### config.mk
export PLATFORM = sky130hd
export DESIGN_NAME = sending_fsm
export DESIGN_NICKNAME = d
export VERILOG_FILES = /design/src/rtl/sending_fsm.sv
export SDC_FILE = /design/constraint.sdc
export NUM_CORES = 1
export LEC_CHECK = 0
export ABC_AREA = 1
export CAP_MARGIN = 30
export CORE_UTILIZATION = 45
export CTS_BUF_LIST = sky130_fd_sc_hd__clkbuf_8 sky130_fd_sc_hd__clkbuf_16
export DETAILED_ROUTE_END_ITERATION = 7
export GPL_TIMING_DRIVEN = 0
export MAX_ROUTING_LAYER = met4
export PLACE_DENSITY = 0.7
export SYNTH_ARGS = -nofsm -noshare
export SYNTH_HDL_FRONTEND = slang
export SYNTH_SLANG_ARGS = --single-unit
### constraint.sdc
create_clock -name clock -period 33.6 [get_ports clock]
set_clock_uncertainty 0.2 [all_clocks]
set_input_delay 10.08 -clock clock [delete_from_list [all_inputs] [get_ports clock]]
set_output_delay 10.08 -clock clock [all_outputs]
set_load 0.02 [all_outputs]
### src/rtl/sending_fsm.sv
`default_nettype none
// ============================================================================
// Module   : sending_fsm
// Purpose  : Serialises a 256-bit curve result into sixteen 16-bit words,
//            writes them MSW-first into record buffer addresses 0..15, then
//            waits for the peer's packet header before raising done.
// Revision : 1.0  initial release
// ============================================================================
module sending_fsm (
  input  logic         clock,
  input  logic         reset,
  input  logic [255:0] curve_out,
  input  logic         curve_done,
  input  logic [15:0]  incoming_packet_header,
  output logic         recordingToB,
  output logic [3:0]   recordAddr,
  output logic [15:0]  recordData,
  output logic         done
);

  typedef enum logic [1:0] {
    IDLE     = 2'd0,
    WRITE    = 2'd1,
    WAIT_HDR = 2'd2,
    DONE     = 2'd3
  } state_t;

  state_t         state;
  state_t         state_nxt;
  logic [3:0]     count;
  logic [3:0]     count_nxt;
  logic [3:0]     next_idx;
  logic [255:0]   shadow;
  logic [255:0]   shadow_nxt;
  logic           write_nxt;
  logic [3:0]     addr_nxt;
  logic [15:0]    data_nxt;
  logic           done_nxt;

  // State register; reset aborts any in-flight write immediately.
  always_ff @(posedge clock or posedge reset) begin
    if (reset) begin
      state <= IDLE;
    end else begin
      state <= state_nxt;
    end
  end

  // Datapath and output registers, so no input reaches an output combinationally.
  always_ff @(posedge clock or posedge reset) begin
    if (reset) begin
      count        <= 4'd0;
      shadow       <= 256'd0;
      recordingToB <= 1'b0;
      recordAddr   <= 4'd0;
      recordData   <= 16'd0;
      done         <= 1'b0;
    end else begin
      count        <= count_nxt;
      shadow       <= shadow_nxt;
      recordingToB <= write_nxt;
      recordAddr   <= addr_nxt;
      recordData   <= data_nxt;
      done         <= done_nxt;
    end
  end

  // Next-state logic; outputs are computed one cycle ahead and then registered.
  always_comb begin
    state_nxt  = state;
    count_nxt  = count;
    shadow_nxt = shadow;
    write_nxt  = 1'b0;
    addr_nxt   = 4'd0;
    data_nxt   = 16'd0;
    done_nxt   = 1'b0;
    next_idx   = count + 4'd1;

    case (state)
      IDLE: begin
        if (curve_done) begin
          // Word 0 comes straight from the input so it appears on the very
          // next cycle; later words come from the latched copy.
          shadow_nxt = curve_out;
          count_nxt  = 4'd0;
          state_nxt  = WRITE;
          write_nxt  = 1'b1;
          addr_nxt   = 4'd0;
          data_nxt   = curve_out[255:240];
        end
      end

      WRITE: begin
        if (count == 4'd15) begin
          count_nxt = 4'd0;
          state_nxt = WAIT_HDR;
        end else begin
          count_nxt = next_idx;
          write_nxt = 1'b1;
          addr_nxt  = next_idx;
          // Word k lives at bit offset 16*(15-k); 15-k is ~k on four bits.
          data_nxt  = shadow[{~next_idx, 4'b0000} +: 16];
        end
      end

      WAIT_HDR: begin
        if (incoming_packet_header != 16'd0) begin
          state_nxt = DONE;
          done_nxt  = 1'b1;
        end
      end

      DONE: begin
        if (curve_done) begin
          done_nxt = 1'b1;
        end else begin
          state_nxt = IDLE;
        end
      end

      default: begin
        state_nxt = IDLE;
      end
    endcase
  end

endmodule
`default_nettype wire

Yosys cells after proc, flatten, opt, wreduce, memory -nomap -nowiden. Cells that the tools add are included.

Bits in registers: 284. Logic and storage cells: 41. Output and inout port bits: 22. Bits of input ports: 275.

Shift operators: 1. Equality and inequality tests: 8. $add $sub $neg: 1. Mux-type cells: 17. Reductions and logical operators: 6. Bitwise operators: 1.

Operators with widths (number): $shiftx 256x9->16 (1); $mux 16 (2); $pmux 16 s2 (1); $reduce_bool 16->1 (1); $mux 4 (3); $mux 2 (4); $ne 2x2->1 const B (4); $pmux 2 s4 (1); $pmux 4 s2 (1); $add 4x1->4 const B (1); $eq 2x2->1 const B (2); $eq 4x4->1 const B (1); $not 4->4 (1); $pmux 1 s2 (2); $reduce_and 2->1 (2); $reduce_and 4->1 (1); $mux 1 (3); $eq 2x1->1 const B (1); $logic_not 2->1 (1); $reduce_bool 2->1 (1).

Depth between registers and ports, before layout.
Depth after elaboration: 5. Gate-level depth with buffers: 11. Mapped depth without buffers: 9.

Worst setup path before layout. Ideal clock, no wire load.

Kind: in2reg. From: input curve_done. To: register shadow[240]. Setup slack: 22443 ps. Cell stages on the path: 6. Path buffers: 2. Arrival: 10827 ps. Data required time: 33270 ps. Setup time: 130 ps. Cells stage by stage: nand2_1 > clkinv_1 > buf_2 > buf_1 > nand2_1 > o21ai_0.

Word-level cells in the longest chain between the ends: 1.

RTL lines: start: declaration (line 13) `input logic curve_done,`; $reduce_and 2->1 (no source line); end signal: assignment (line 60) `shadow <= shadow_nxt;`; end: declaration (line 33) `logic [255:0] shadow;`.

Every way passes these cells. A chain may end at the register's enable or synchronous reset.

Worst setup path after layout.
From: input curve_done. To: register shadow[5].

The elaborated chain is that of the path after synthesis.

==> impl_metrics.toml <==
[status]
outcome = "finished clean"

[synthesis]
synth_nets = 2043
yosys.area.top_type = "dfrtp_1"
synth.most_common_cell = "nand2_1"
yosysSeqAreaShare = 0.5278
synth-edff-count = 0
syn_area_um2 = 13470
ys_ff_latch = 284
synth.top_cell.area_share = 0.5278
syn_inst = 1763
syn_avg_cell_area_um2 = 7.638
ys.flop_type = "dfrtp_1"
synthArstFlopShare = 1.000
yosysWarnings = 0
synth_commonest_cells = "623 x nand2_1, 284 x dfrtp_1, 237 x inv_1"
synth.distinct_cells = 21
ys_top_cells_by_area = "dfrtp_1 53%, nand2_1 17%, o21ai_0 8.7%"

[grt]
grt_pass1_wl_um = 69940
grt_overflow = 0
grt_pass1_vias = 12645
grt_max_degree = 116
antenna_found_initial = 0
grt_use_total = 0.3098

[critical_path]
path_common_cell = "clkbuf_1"
cpPeakStageDelay_ps = 580
r2r_start = "count[0]$_DFFE_PP0P_"
crit_chain = "clkdlybuf4s50_1 > nand2_1 > clkinv_1 > clkbuf_1 > clkbuf_1 > o21ai_0"
r2r_setup_slack_ps = 30840
crit_path_end_kind = "flip-flop"
required_ps = 33800
cp_data_arrival_time_ps = 12250
r2r-end = "recordData[4]$_DFF_PP0_"
path_class = "input pin to flip-flop"
startpoint_type = "input pin"
cp_slowest_cell = "clkbuf_1"
ff2ff_path_depth = 9
path_max_fanout = 10

[clock_network]
clockRootBuffer = "clkbuf_16"
clk_latency_ps = 560
cts.clk_slew.worst_paths_ps = 60
cts_buffers = 30
cts_tree = "yes"
cts_resized = 0
cts_setup_buffers = 0
cts_hold_buf = 0
clock-sinks = 284
clockBufferDepth = 3
cts_max_level = 1

[place]
gp_congestion = 0.9566
hpwl_um = 34750
dp.cells = 2445
port_buffers = 296

[sta]
hold_viol = 0
clock.fmax_ghz = 0.08301
setup_violations = 0
drv_slew = 0
max_slew_margin = 0.4679
fin_crit_ps = 12050
rsz0062_at_grt = "no"
finalCritPeriodShare = 0.3585
setup-tns-final_ps = 0
tightestPinTransition_ps = 798.2

[power_and_ir_drop]
ir_drop_mv = 0.03936
power_density_nw_per_um2 = 84.27
p_leak_uw = 0.008667

[detailed_routing]
ant_nets = 0
routed-via-count = 12765
vias_per_cell = 5.108
routedWlPerCell_um = 18.31
wl_um = 45750
drtIter0Drc = 1165
firstDrtPassIters = 6
drc_errors = 0

[finish]
diodes = 0
fin_nets = 2373
utilization = 0.6185
final_cells = 2499
drive_gt1_frac = 0.05437
area_growth_pct = 33.63

[run]
cap_viol_max_count = 0

[floorplanning]
dieWidth_um = 175.0
fp-row-count = 62
coreArea_um2 = 29090
die_y_um = 175.0
start_util = 0.4629
num_io_pins = 297
die_area_um2 = 30620

[worst_hold_path]
hold_end = "shadow[65]$_DFFE_PP0P_"
whs_path_depth = 2
hold_path.class = "flip-flop to flip-flop"
hold_start = "shadow[65]$_DFFE_PP0P_"
## through the flow
step,hold slack (ps),area (µm²),total power (µW),worst slack (ps)
floorplan,243.6,13470,941.5,15480
global placement,261.0,16910,1153,11930
detailed placement,267.2,16970,1169,21020
CTS,284.1,17990,1514,21590
global route,301.0,17990,1622,21490
finish,279.5,17990,1516,21550
## area by class of cell
cell class                      instances  area [µm²]
Timing Repair Buffer                  298        3018
Clock inverter                         16       150.1
Buffer                                107       495.5
Sequential cell                       284        7107
Inverter                              239       904.6
Clock buffer                           38       872.1
Multi-Input combinational cell       1133        4966
Tap cell                              384       480.5
Fill cell                            2624       11100
## flip-flops by register name (all words and copies together) (netlist names)
name	cells
count	4
done	1
recordAddr	4
recordData	16
recordingToB	1
shadow	256
state	2
## worst max-delay path by stage
stage,slack [ps],to,depth (start not counted),from
after detailed placement,21020,shadow[5]$_DFFE_PP0P_,6,curve_done
final,21550,shadow[5]$_DFFE_PP0P_,6,curve_done
after global routing,21490,shadow[5]$_DFFE_PP0P_,6,curve_done
after floorplan,15480,count[0]$_DFFE_PP0P_,1,reset
after global placement,11930,shadow[161]$_DFFE_PP0P_,2,reset
after CTS,21590,shadow[5]$_DFFE_PP0P_,6,curve_done
## worst max-delay path: cells and delay by family
family                 cells  cell delay, ps
and+or+nand+nor            1             160
AOI/OAI and AO/OA          1             190
buffers and inverters      4            1810
## cell usage in the layout (no fill, tap or decap), drive strengths merged, types with 2 or more instances in the layout
cell,instances
bufinv,3
ha,5
clkdlybuf4s50,296
dfrtp,284
a21oi,3
o211ai,3
clkinv,4
nor2,54
mux2,2
nand2,623
nand3,201
clkbuf,85
xor2,3
buf,62
o21ai,238
inv,246
clkinvlp,2
## kinds of logic (layout without fill, tap and decap cells)
logic type	after synthesis	count (layout)	synth area share
AOI/OAI and AO/OA	244	244	0.09125
xor gates and xnor gates	4	4	0.004832
adders and majority gates	5	5	0.004646
buffers and inverters	346	698	0.1034
DFF	284	284	0.5278
muxes	2	2	0.001672
and+or+nand+nor	878	878	0.2664
## report_power, final
| part | total [µW] | internal (µW) | switching [µW] |
|---|---|---|---|
| registers | 556 | 503 | 52.9 |
| logic | 619 | 213 | 406 |
| clock network | 341 | 204 | 137 |
| total | 1520 | 920 | 596 |
## metal layers
layer,vias up,wire length [µm],track usage
met5,-,0,-
li1,6104,-,-
met1,5978,19350,0.4146
met2,581,20980,0.4777
met4,0,1658,0.1076
met3,102,3759,0.05157
(Power assumes the default switching activity.)
